$ cat src/rtl/hs_in_poll_ctrl_pkg.sv
// Shared definitions for the hs_parallel_in polling controller:
// register-select codes, FSM state encoding and the default "byte ready" status bit.
package hs_in_poll_ctrl_pkg;

    localparam logic A0_DATA   = 1'b0;
    localparam logic A0_STATUS = 1'b1;

    localparam int DEFAULT_FI_BIT = 0;

    typedef enum logic [2:0] {
        S_IDLE   = 3'd0,
        S_ST_SET = 3'd1,
        S_ST_RD  = 3'd2,
        S_ST_END = 3'd3,
        S_DT_SET = 3'd4,
        S_DT_RD  = 3'd5,
        S_DT_END = 3'd6
    } poll_state_e;

endpackage

$ cat src/rtl/hs_in_poll_ctrl_if.sv
// Bus bundle between the polling controller, the hs_parallel_in register port
// and the downstream byte consumer.
interface hs_in_poll_ctrl_if #(
    parameter int DEPTH = 4
);
    localparam int FW = $clog2(DEPTH) + 1;

    logic          s_;
    logic          ior_;
    logic          a0;
    logic [7:0]    d7_d0;
    logic [7:0]    byte_out;
    logic          byte_valid;
    logic          byte_ready;
    logic [FW-1:0] fill;
    logic [15:0]   rx_count;

    modport master (
        output s_, ior_, a0, byte_out, byte_valid, fill, rx_count,
        input  d7_d0, byte_ready
    );

    modport slave (
        input  s_, ior_, a0, byte_out, byte_valid, fill, rx_count,
        output d7_d0, byte_ready
    );

endinterface

$ cat src/rtl/hs_in_poll_ctrl_fifo.sv
// Byte FIFO (DEPTH x 8) with synchronous active-low reset; the head is always
// presented on dout and a simultaneous push/pop leaves the occupancy unchanged.
module hs_in_poll_ctrl_fifo #(
    parameter int DEPTH = 4
) (
    input  logic                       clock,
    input  logic                       reset_,
    input  logic                       push,
    input  logic [7:0]                 din,
    input  logic                       pop,
    output logic [7:0]                 dout,
    output logic                       valid,
    output logic [$clog2(DEPTH):0]     fill
);
    localparam int AW = $clog2(DEPTH);
    localparam int FW = AW + 1;
    localparam logic [FW-1:0] FULL = FW'(DEPTH);

    logic [7:0]    r_mem [DEPTH];
    logic [AW-1:0] r_wr_ptr;
    logic [AW-1:0] r_rd_ptr;
    logic [FW-1:0] r_fill;
    logic          w_push;
    logic          w_pop;

    assign w_pop  = pop && (r_fill != {FW{1'b0}});
    assign w_push = push && (r_fill != FULL);

    // Storage, pointers and occupancy; pointers wrap naturally at DEPTH.
    always_ff @(posedge clock) begin
        if (!reset_) begin
            for (int i = 0; i < DEPTH; i++) begin
                r_mem[i] <= 8'h00;
            end
            r_wr_ptr <= {AW{1'b0}};
            r_rd_ptr <= {AW{1'b0}};
            r_fill   <= {FW{1'b0}};
        end else begin
            if (w_push) begin
                r_mem[r_wr_ptr] <= din;
                r_wr_ptr        <= r_wr_ptr + 1'b1;
            end
            if (w_pop) begin
                r_rd_ptr <= r_rd_ptr + 1'b1;
            end
            case ({w_push, w_pop})
                2'b10:   r_fill <= r_fill + 1'b1;
                2'b01:   r_fill <= r_fill - 1'b1;
                default: r_fill <= r_fill;
            endcase
        end
    end

    assign dout  = r_mem[r_rd_ptr];
    assign valid = (r_fill != {FW{1'b0}});
    assign fill  = r_fill;

endmodule

$ cat src/rtl/hs_in_poll_ctrl.sv
// Bus-side controller for hs_parallel_in: polls the status register, reads the
// data register when a byte is ready and buffers the bytes for a valid/ready consumer.
module hs_in_poll_ctrl
    import hs_in_poll_ctrl_pkg::*;
#(
    parameter int DEPTH     = 4,
    parameter int RD_CYCLES = 2,
    parameter int FI_BIT    = DEFAULT_FI_BIT
) (
    input  logic              clock,
    input  logic              reset_,
    input  logic              enable,
    hs_in_poll_ctrl_if.master bus
);
    localparam int FW = $clog2(DEPTH) + 1;
    localparam int CW = (RD_CYCLES > 1) ? $clog2(RD_CYCLES) : 1;
    localparam logic [FW-1:0] FULL    = FW'(DEPTH);
    localparam logic [CW-1:0] RD_LAST = CW'(RD_CYCLES - 1);

    poll_state_e   r_state;
    logic [CW-1:0] r_cnt;
    logic          r_s_;
    logic          r_ior_;
    logic          r_a0;
    logic          r_stat_fi;
    logic [7:0]    r_data;
    logic [15:0]   r_rx_count;

    logic          w_start;
    logic          w_push;
    logic          w_pop;
    logic [7:0]    w_dout;
    logic          w_valid;
    logic [FW-1:0] w_fill;

    assign w_start = enable && (w_fill < FULL);
    assign w_push  = (r_state == S_DT_END);
    assign w_pop   = w_valid && bus.byte_ready;

    // Poll FSM: every bus strobe is a register, set on entry to the state it belongs to.
    always_ff @(posedge clock) begin
        if (!reset_) begin
            r_state    <= S_IDLE;
            r_cnt      <= {CW{1'b0}};
            r_s_       <= 1'b1;
            r_ior_     <= 1'b1;
            r_a0       <= A0_DATA;
            r_stat_fi  <= 1'b0;
            r_data     <= 8'h00;
            r_rx_count <= 16'h0000;
        end else begin
            case (r_state)
                S_IDLE: begin
                    r_s_   <= 1'b1;
                    r_ior_ <= 1'b1;
                    if (w_start) begin
                        r_state <= S_ST_SET;
                        r_s_    <= 1'b0;
                        r_a0    <= A0_STATUS;
                    end else begin
                        r_state <= S_IDLE;
                    end
                end
                S_ST_SET: begin
                    r_ior_  <= 1'b0;
                    r_cnt   <= RD_LAST;
                    r_state <= S_ST_RD;
                end
                S_ST_RD: begin
                    if (r_cnt == {CW{1'b0}}) begin
                        r_stat_fi <= bus.d7_d0[FI_BIT];
                        r_s_      <= 1'b1;
                        r_ior_    <= 1'b1;
                        r_state   <= S_ST_END;
                    end else begin
                        r_cnt <= r_cnt - 1'b1;
                    end
                end
                S_ST_END: begin
                    // a0 moves only here and in IDLE, where ior_ is already high.
                    if (r_stat_fi) begin
                        r_state <= S_DT_SET;
                        r_s_    <= 1'b0;
                        r_a0    <= A0_DATA;
                    end else begin
                        r_state <= S_IDLE;
                    end
                end
                S_DT_SET: begin
                    r_ior_  <= 1'b0;
                    r_cnt   <= RD_LAST;
                    r_state <= S_DT_RD;
                end
                S_DT_RD: begin
                    if (r_cnt == {CW{1'b0}}) begin
                        r_data  <= bus.d7_d0;
                        r_s_    <= 1'b1;
                        r_ior_  <= 1'b1;
                        r_state <= S_DT_END;
                    end else begin
                        r_cnt <= r_cnt - 1'b1;
                    end
                end
                S_DT_END: begin
                    r_rx_count <= r_rx_count + 16'd1;
                    r_state    <= S_IDLE;
                end
                default: begin
                    r_state <= S_IDLE;
                    r_s_    <= 1'b1;
                    r_ior_  <= 1'b1;
                    r_a0    <= A0_DATA;
                end
            endcase
        end
    end

    hs_in_poll_ctrl_fifo #(
        .DEPTH (DEPTH)
    ) u_fifo (
        .clock  (clock),
        .reset_ (reset_),
        .push   (w_push),
        .din    (r_data),
        .pop    (w_pop),
        .dout   (w_dout),
        .valid  (w_valid),
        .fill   (w_fill)
    );

    assign bus.s_         = r_s_;
    assign bus.ior_       = r_ior_;
    assign bus.a0         = r_a0;
    assign bus.byte_out   = w_dout;
    assign bus.byte_valid = w_valid;
    assign bus.fill       = w_fill;
    assign bus.rx_count   = r_rx_count;

endmodule

$ cat src/flat_wrapper.sv
// flat-port wrapper written by rule: the top's interface ports become plain ports
module hs_in_poll_ctrl_flat import hs_in_poll_ctrl_pkg::*;
#(
    parameter int DEPTH     = 4,
    parameter int RD_CYCLES = 2,
    parameter int FI_BIT    = DEFAULT_FI_BIT
)
  (clock, reset_, enable, bus_s_, bus_ior_, bus_a0, bus_byte_out, bus_byte_valid, bus_fill, bus_rx_count, bus_d7_d0, bus_byte_ready);
  hs_in_poll_ctrl_if #(.DEPTH(DEPTH)) bus_i ();
  input  logic clock;
  input  logic reset_;
  input  logic enable;
  output wire logic [$bits(bus_i.s_)-1:0] bus_s_;
  output wire logic [$bits(bus_i.ior_)-1:0] bus_ior_;
  output wire logic [$bits(bus_i.a0)-1:0] bus_a0;
  output wire logic [$bits(bus_i.byte_out)-1:0] bus_byte_out;
  output wire logic [$bits(bus_i.byte_valid)-1:0] bus_byte_valid;
  output wire logic [$bits(bus_i.fill)-1:0] bus_fill;
  output wire logic [$bits(bus_i.rx_count)-1:0] bus_rx_count;
  input wire logic [$bits(bus_i.d7_d0)-1:0] bus_d7_d0;
  input wire logic [$bits(bus_i.byte_ready)-1:0] bus_byte_ready;
  assign bus_s_ = bus_i.s_;
  assign bus_ior_ = bus_i.ior_;
  assign bus_a0 = bus_i.a0;
  assign bus_byte_out = bus_i.byte_out;
  assign bus_byte_valid = bus_i.byte_valid;
  assign bus_fill = bus_i.fill;
  assign bus_rx_count = bus_i.rx_count;
  assign bus_i.d7_d0 = bus_d7_d0;
  assign bus_i.byte_ready = bus_byte_ready;
  hs_in_poll_ctrl #(.DEPTH(DEPTH), .RD_CYCLES(RD_CYCLES), .FI_BIT(FI_BIT)) u_core (.clock(clock), .reset_(reset_), .enable(enable), .bus(bus_i));
endmodule
$ cat config.mk
export PLATFORM = sky130hd
export DESIGN_NAME = hs_in_poll_ctrl_flat
export DESIGN_NICKNAME = d
export VERILOG_FILES = /design/src/rtl/hs_in_poll_ctrl_pkg.sv /design/src/rtl/hs_in_poll_ctrl_if.sv /design/src/rtl/hs_in_poll_ctrl_fifo.sv /design/src/rtl/hs_in_poll_ctrl.sv /design/src/flat_wrapper.sv
export SDC_FILE = /design/constraint.sdc
export NUM_CORES = 1
export LEC_CHECK = 0
export BUFFER_PORTS_ARGS = -buffer_cell sky130_fd_sc_hd__buf_2
export CAP_MARGIN = 20
export CORE_ASPECT_RATIO = 1.25
export CORE_UTILIZATION = 47
export CTS_BUF_LIST = sky130_fd_sc_hd__clkbuf_4 sky130_fd_sc_hd__clkbuf_8 sky130_fd_sc_hd__clkbuf_16
export CTS_CLUSTER_SIZE = 20
export DETAILED_ROUTE_END_ITERATION = 6
export PLACE_DENSITY = 0.66
export REMOVE_ABC_BUFFERS = 1
export SYNTH_ARGS = -nofsm -noshare
export SYNTH_HDL_FRONTEND = slang
export SYNTH_HIERARCHICAL = 1
export SYNTH_SLANG_ARGS = --single-unit
export TNS_END_PERCENT = 5
$ cat constraint.sdc
create_clock -name clock -period 5.4 [get_ports clock]
set_clock_uncertainty 0.1 [all_clocks]
set_input_delay 0.54 -clock clock [delete_from_list [all_inputs] [get_ports clock]]
set_output_delay 0.54 -clock clock [all_outputs]
set_load 0.01 [all_outputs]
==> run summary, run 1 <==
Inst Count DP -> 412
Post-synth ARST share -> 0%
GP Congestion -> 0.793
Final Instance Area -> 0.00382 mm^2
Die W -> 77.5 um
Leakage -> 1.46 nW
Routed wire length -> 6.13 mm
Setup WS post-layout -> 2.49 ns
Final Slew Violations -> 0
# port buffers -> 42
Clk_lat worst skew -> 0.34 ns
Diodes inserted -> 0
R2r setup slk -> 2.49 ns
Maximum fanout along the worst path -> 12
Setup Buffers After CTS -> 0
WHS Endpoint -> u_core/r_data[4]
Rows -> 34
Dpl hpwl -> 4.30 mm
Post-Syn Instances -> 292
Number of global-route vias before repair -> 2084
Total track usage -> 17.6%
Slew @ Worst Pin -> 0.741 ns
Largest net degree at the start of global routing -> 27
Max-cap violations -> 0
Vias -> 2261
Starting density of the core -> 48.3%
Drt wl/cell -> 14.3 um
Final ANT Viol Nets -> 0
Fin crit period -> 2.91 ns
Final Util -> 55.1%
DRT iter0 DRCs -> 134
CTS tree -> yes
CTS max path bufs -> 2
GR Overflow Total -> 0
CP startpoint kind -> flip-flop
DRC Markers -> 0
Worst Path Arrival -> 3.08 ns
Synthesis warning total -> 6
CTS root buf -> clkbuf_8
Hold Crit Depth -> 3
Core Region -> 0.00693 mm^2
Layout cell share with drive strength beyond 1 -> 24.5%
DR vias/cell -> 5.27
RSZ-0062 raised after global routing -> false
Req. time, crit path -> 5.57 ns
Placed Area -> 0.00362 mm^2
Syn_area_per_cell -> 11.5 um^2
Register area share after synthesis -> 53.2%
Element type at the critical path end -> flip-flop
Final worst-path cycle share -> 53.9%
Final setup fails -> 0
Nets -> 349
Worst r2r src -> u_core/r_state[0]
Final Hold Viols -> 0
Fmax -> 343 MHz
Clock-pin slew on the worst setup and hold paths -> 0.08 ns
# hold bufs at CTS -> 0
Dominant synthesized flop cell -> dfxtp_1
Cell area power density -> 278 mW/mm^2
Peak VDD IR -> 0.167 mV
DIE AREA -> 0.00747 mm^2
Final cell count without fillers -> 429
TritonCTS Buffers -> 9
WS Path Type -> flip-flop to flip-flop
Post-synth EDFFs -> 32
CTS Sinks -> 73
Outcome -> complete, no violations
Resize count post-CTS -> 0
FF+latch count, synth -> 73
H-tree depth -> 3
RR Endpoint -> u_core/u_fifo/fill[2]
First-pass GRT wire length -> 10.1 mm
Drt first pass iters -> 4
Path category of the worst min-delay check -> input pin to flip-flop
# IOs -> 43
Setup TNS -> 0 ns
Post-Syn Area -> 0.00335 mm^2
Die H -> 96.4 um
FF-to-FF path depth -> 11
Rel. slew slack -> 50.3%
Worst slack at placement -> 2.42 ns
Tot Pwr -> 1.06 mW
HP Start -> bus_d7_d0[4]
Hold Slack -> 0.339 ns
Area growth from synthesis to final layout -> 13.9%
Initial antenna violation count -> 0
Library cells used by synthesis -> 53
[cells in the final DEF (no fill, tap or decap), drive strengths merged, types with 6 or more instances in the layout]
cell type	count
a21oi	13
and2	25
and3	10
buf	44
clkbuf	9
clkinv	6
dfxtp	41
edfxtp	32
inv	8
mux2i	12
mux4	8
nand2	17
nand2b	7
nor2	30
o21ai	8
xor2	7
[routing by layer]
metal / routed length, um / GRT usage [%] / up-vias / share of wire [%]
met4: 90 / 7.08 / 0 / 1.5
met2: 3110 / 30.9 / 43 / 51
met1: 2710 / 21.2 / 1072 / 44
li1: - / - / 1137 / -
met3: 223 / 3.76 / 9 / 3.6
met5: 0 / 0 / - / 0
[where the power goes]
| part | total [mW] | switching, mW | internal, mW |
|---|---|---|---|
| Combinational | 0.0475 | 0.0264 | 0.0211 |
| Clock | 0.415 | 0.202 | 0.212 |
| Sequential | 0.600 | 0.0124 | 0.588 |
| Total | 1.06 | 0.241 | 0.821 |
[sequential cells by signal, summed over array words and instances (netlist names), 2 cells and up, named ones only]
| register | flops |
|---|---|
| u_core/u_fifo/r_wr_ptr | 2 |
| u_core/u_fifo/fill | 3 |
| u_core/u_fifo/r_mem | 32 |
| u_core/u_fifo/r_rd_ptr | 2 |
| u_core/r_data | 8 |
| u_core/r_state | 3 |
| u_core/bus.rx_count | 16 |
[synthesized netlist by cell type (all sizes together), types with 5 or more instances]
cell    instances  area (um^2)
nor2           30          120
inv             8         30.0
xnor2           5         43.8
dfxtp          41          821
and3           10         62.6
nand4           5         46.3
and2           25          156
nor4            5         61.3
a21oi          13         65.1
nand2b          7         43.8
buf             6         37.5
nor3            5         36.3
xor2            7         61.3
nand2          17         63.8
o21ai           8         40.0
mux4            8          180
or3             5         33.8
edfxtp         32          961
clkbuf          7         26.3
mux2i          12          120
[worst max-delay path: stages, from the launching register on]
cell and delay (ns):
dfxtp_1 0.52, nand3b_4 0.26, clkinv_2 0.17, inv_1 0.24, nor2_4 0.12, inv_1 0.12
ha_1 0.18, inv_1 0.06, fa_1 0.37, xor2_1 0.16, or3_2 0.41, a21oi_1 0.14
[worst max path at each step]
| stage | from | to | slack [ns] |
|---|---|---|---|
| floorplan | u_core/r_state[0] | u_core/u_fifo/fill[2] | 2.76 |
| global placement | u_core/r_state[1] | u_core/u_fifo/r_mem[2][5] | 2.58 |
| detailed placement | u_core/r_state[1] | u_core/u_fifo/r_mem[2][4] | 2.42 |
| CTS | u_core/r_state[1] | u_core/u_fifo/r_mem[2][7] | 2.40 |
| global route | u_core/r_state[0] | u_core/u_fifo/fill[2] | 2.23 |
| finish | u_core/r_state[0] | u_core/u_fifo/fill[2] | 2.49 |
[final cells by class]
class | instances | area (um^2)
fill | 602 | 3120
sequential | 73 | 1780
multi-input combinational | 196 | 1470
timing repair buffer | 44 | 223
clock buffer | 9 | 124
tap | 90 | 113
clock inverter | 7 | 71.3
inverter | 10 | 38.8
[logic make-up after synthesis]
kind of cell             Yosys count  share of synthesized area [%]
AO/OA/AOI/OAI                     36                           6.83
XOR/XNOR                          12                           3.14
adder cells (fa/ha/maj)            3                           1.34
buffers and inverters             23                           3.06
flip-flops                        73                           53.2
multiplexers                      20                           8.96
AND/OR/NAND/NOR                  125                           23.5
Power figures use the tool's default switching activity.
==> run 2, diff against run 1 <==
==> constraint.sdc (replaced) <==
create_clock -name clock -period 2.9 [get_ports clock]
set_clock_uncertainty 0.1 [all_clocks]
set_input_delay 0.29 -clock clock [delete_from_list [all_inputs] [get_ports clock]]
set_output_delay 0.29 -clock clock [all_outputs]
set_load 0.01 [all_outputs]
==> run summary, run 2 (synthesis results as in run 1) <==
Outcome -> complete, no violations
CTS max path bufs -> 2 (unchanged)
DR vias/cell -> 5.27 (about the same)
# port buffers -> 42 (unchanged)
Max-cap violations -> 0 (unchanged)
Core Region -> 0.00693 mm^2 (unchanged)
Switching Share -> 25.2% (+2.5 points)
Req. time, crit path -> 3.08 ns (-2.49 ns)
Rows -> 34 (unchanged)
Setup WS post-layout -> 0.237 ns (-2.25 ns)
Element type at the critical path end -> flip-flop
Number of global-route vias before repair -> 2082 (-0.096%)
Dpl hpwl -> 4.24 mm (-1.4%)
Total track usage -> 18.4% (+0.77 points)
Peak VDD IR -> 0.417 mV (+150%)
Maximum fanout along the worst path -> 11 (-1)
TritonCTS Buffers -> 9 (unchanged)
Starting density of the core -> 48.3% (unchanged)
Drt wl/cell -> 14.5 um (+1.4%)
First-pass GRT wire length -> 10.3 mm (+2.3%)
# IOs -> 43 (unchanged)
Tot Pwr -> 1.95 mW (+84%)
DIE AREA -> 0.00747 mm^2 (unchanged)
Leakage -> 1.49 nW (+1.8%)
Cell area power density -> 507 mW/mm^2 (+82%)
Max FFs per register -> 32 (unchanged)
Clk_lat worst skew -> 0.35 ns (about the same)
Rel. slew slack -> 61.9% (+12 points)
CTS root buf -> clkbuf_8
Area growth from synthesis to final layout -> 15.0%
Worst Path Arrival -> 2.85 ns (-0.23 ns)
Fin crit period -> 2.66 ns (-0.248 ns)
Routed wire length -> 6.31 mm (+2.8%)
Clock share of power -> 38.0% (-1.0 points)
GR Overflow Total -> 0 (unchanged)
Layout cell share with drive strength beyond 1 -> 26.1% (+1.6 points)
Vias -> 2292 (+1.4%)
Reg power frac -> 56.9% (+0.4 points)
CTS Sinks -> 73 (unchanged)
Switch Pwr -> 0.492 mW (+100%)
Largest net degree at the start of global routing -> 23 (-15%)
Resize count post-CTS -> 0 (unchanged)
Final Hold Viols -> 0 (unchanged)
Gate power share -> 5.1% (+0.6 points)
Slew @ Worst Pin -> 0.570 ns (-0.171 ns)
Fmax -> 376 MHz (+9.3%)
CTS tree -> yes
Drt first pass iters -> 4 (unchanged)
Final ANT Viol Nets -> 0 (unchanged)
DRC Markers -> 0 (unchanged)
H-tree depth -> 3 (unchanged)
Die H -> 96.4 um (unchanged)
Commonest non-fill, non-tap cell in the layout -> buf_2
WS Path Type -> flip-flop to flip-flop
Path category of the worst min-delay check -> input pin to flip-flop
DRT iter0 DRCs -> 112 (-16%)
# hold bufs at CTS -> 0 (unchanged)
Final Slew Violations -> 0 (unchanged)
Biggest register -> u_core/u_fifo/r_mem
Setup Buffers After CTS -> 0 (unchanged)
Worst slack at placement -> 0.264 ns (-2.16 ns)
Setup TNS -> 0 ns (unchanged)
Initial antenna violation count -> 0 (unchanged)
CP startpoint kind -> flip-flop
Die W -> 77.5 um (unchanged)
RSZ-0062 raised after global routing -> false
Commonest non-fill, non-tap cells in the layout -> buf_2, dfxtp_1, edfxtp_1, nor2_1, and2_1
Internal power -> 1.46 mW (+78%)
Diodes inserted -> 0 (unchanged)
Hold Slack -> 0.0715 ns (-0.267 ns)
Final setup fails -> 0 (unchanged)
GP Congestion -> 0.797 (+0.50%)
Nets -> 355 (+1.7%)
Clock-pin slew on the worst setup and hold paths -> 0.08 ns (about the same)
Final worst-path cycle share -> 91.8% (+38 points)
-- run 2: layout make-up --
class                           instances  area [um^2]
Clock buffer                            9          124
Clock inverter                          7         58.8
Fill cell                             591         3080
Inverter                               10         38.8
Multi-Input combinational cell        196         1470
Sequential cell                        73         1780
Tap cell                               90          113
Timing Repair Buffer                   50          270
-- run 2: worst max-delay path, cell delays in order, from the launching register on --
cell,delay [ns]
dfxtp_1,0.52
nand3b_4,0.26
clkinv_2,0.08
inv_1,0.20
nor2_4,0.06
inv_1,0.07
ha_1,0.18
inv_1,0.06
fa_1,0.37
xor2_1,0.16
or3_2,0.41
a21oi_1,0.14
-- run 2: worst paths after layout --
path	start	end	slack, ns	cells past startpoint
worst min-delay path	bus_d7_d0[6]	u_core/r_data[6]	0.07	3
worst max-delay path	u_core/r_state[0]	u_core/u_fifo/fill[2]	0.24	11
worst max register to register	u_core/r_state[0]	u_core/u_fifo/fill[2]	0.24	11
worst min register to register	u_core/bus.rx_count[15]	u_core/bus.rx_count[15]	0.38	2
-- run 2: power groups by stage --
stage               logic (mW)  clock network, mW  registers (mW)
floorplan               0.0538                  0            1.14
global placement        0.0993                  0            1.13
detailed placement       0.100                  0            1.14
CTS                      0.101              0.755            1.11
global route             0.110              0.797            1.12
finish                  0.0992              0.743            1.11
-- run 2: stage by stage --
step | area (um^2) | util (%) | instances
2_1_floorplan | 3290 | - | 279
3_3_place_gp | 3670 | 52.9 | 419
3_5_place_dp | 3670 | 52.9 | 419
4_1_cts | 3850 | 55.6 | 435
5_1_grt | 3850 | 55.6 | 435
6_report | 3850 | 55.6 | 435
-- run 2: routing by layer --
| metal | vias to the layer above | part of all wire, % | track usage, % |
|---|---|---|---|
| li1 | 1144 | - | - |
| met1 | 1101 | 44 | 22.3 |
| met2 | 36 | 51 | 31.2 |
| met3 | 11 | 3.1 | 4.32 |
| met4 | 0 | 2.0 | 8.49 |
| met5 | - | 0 | 0 |
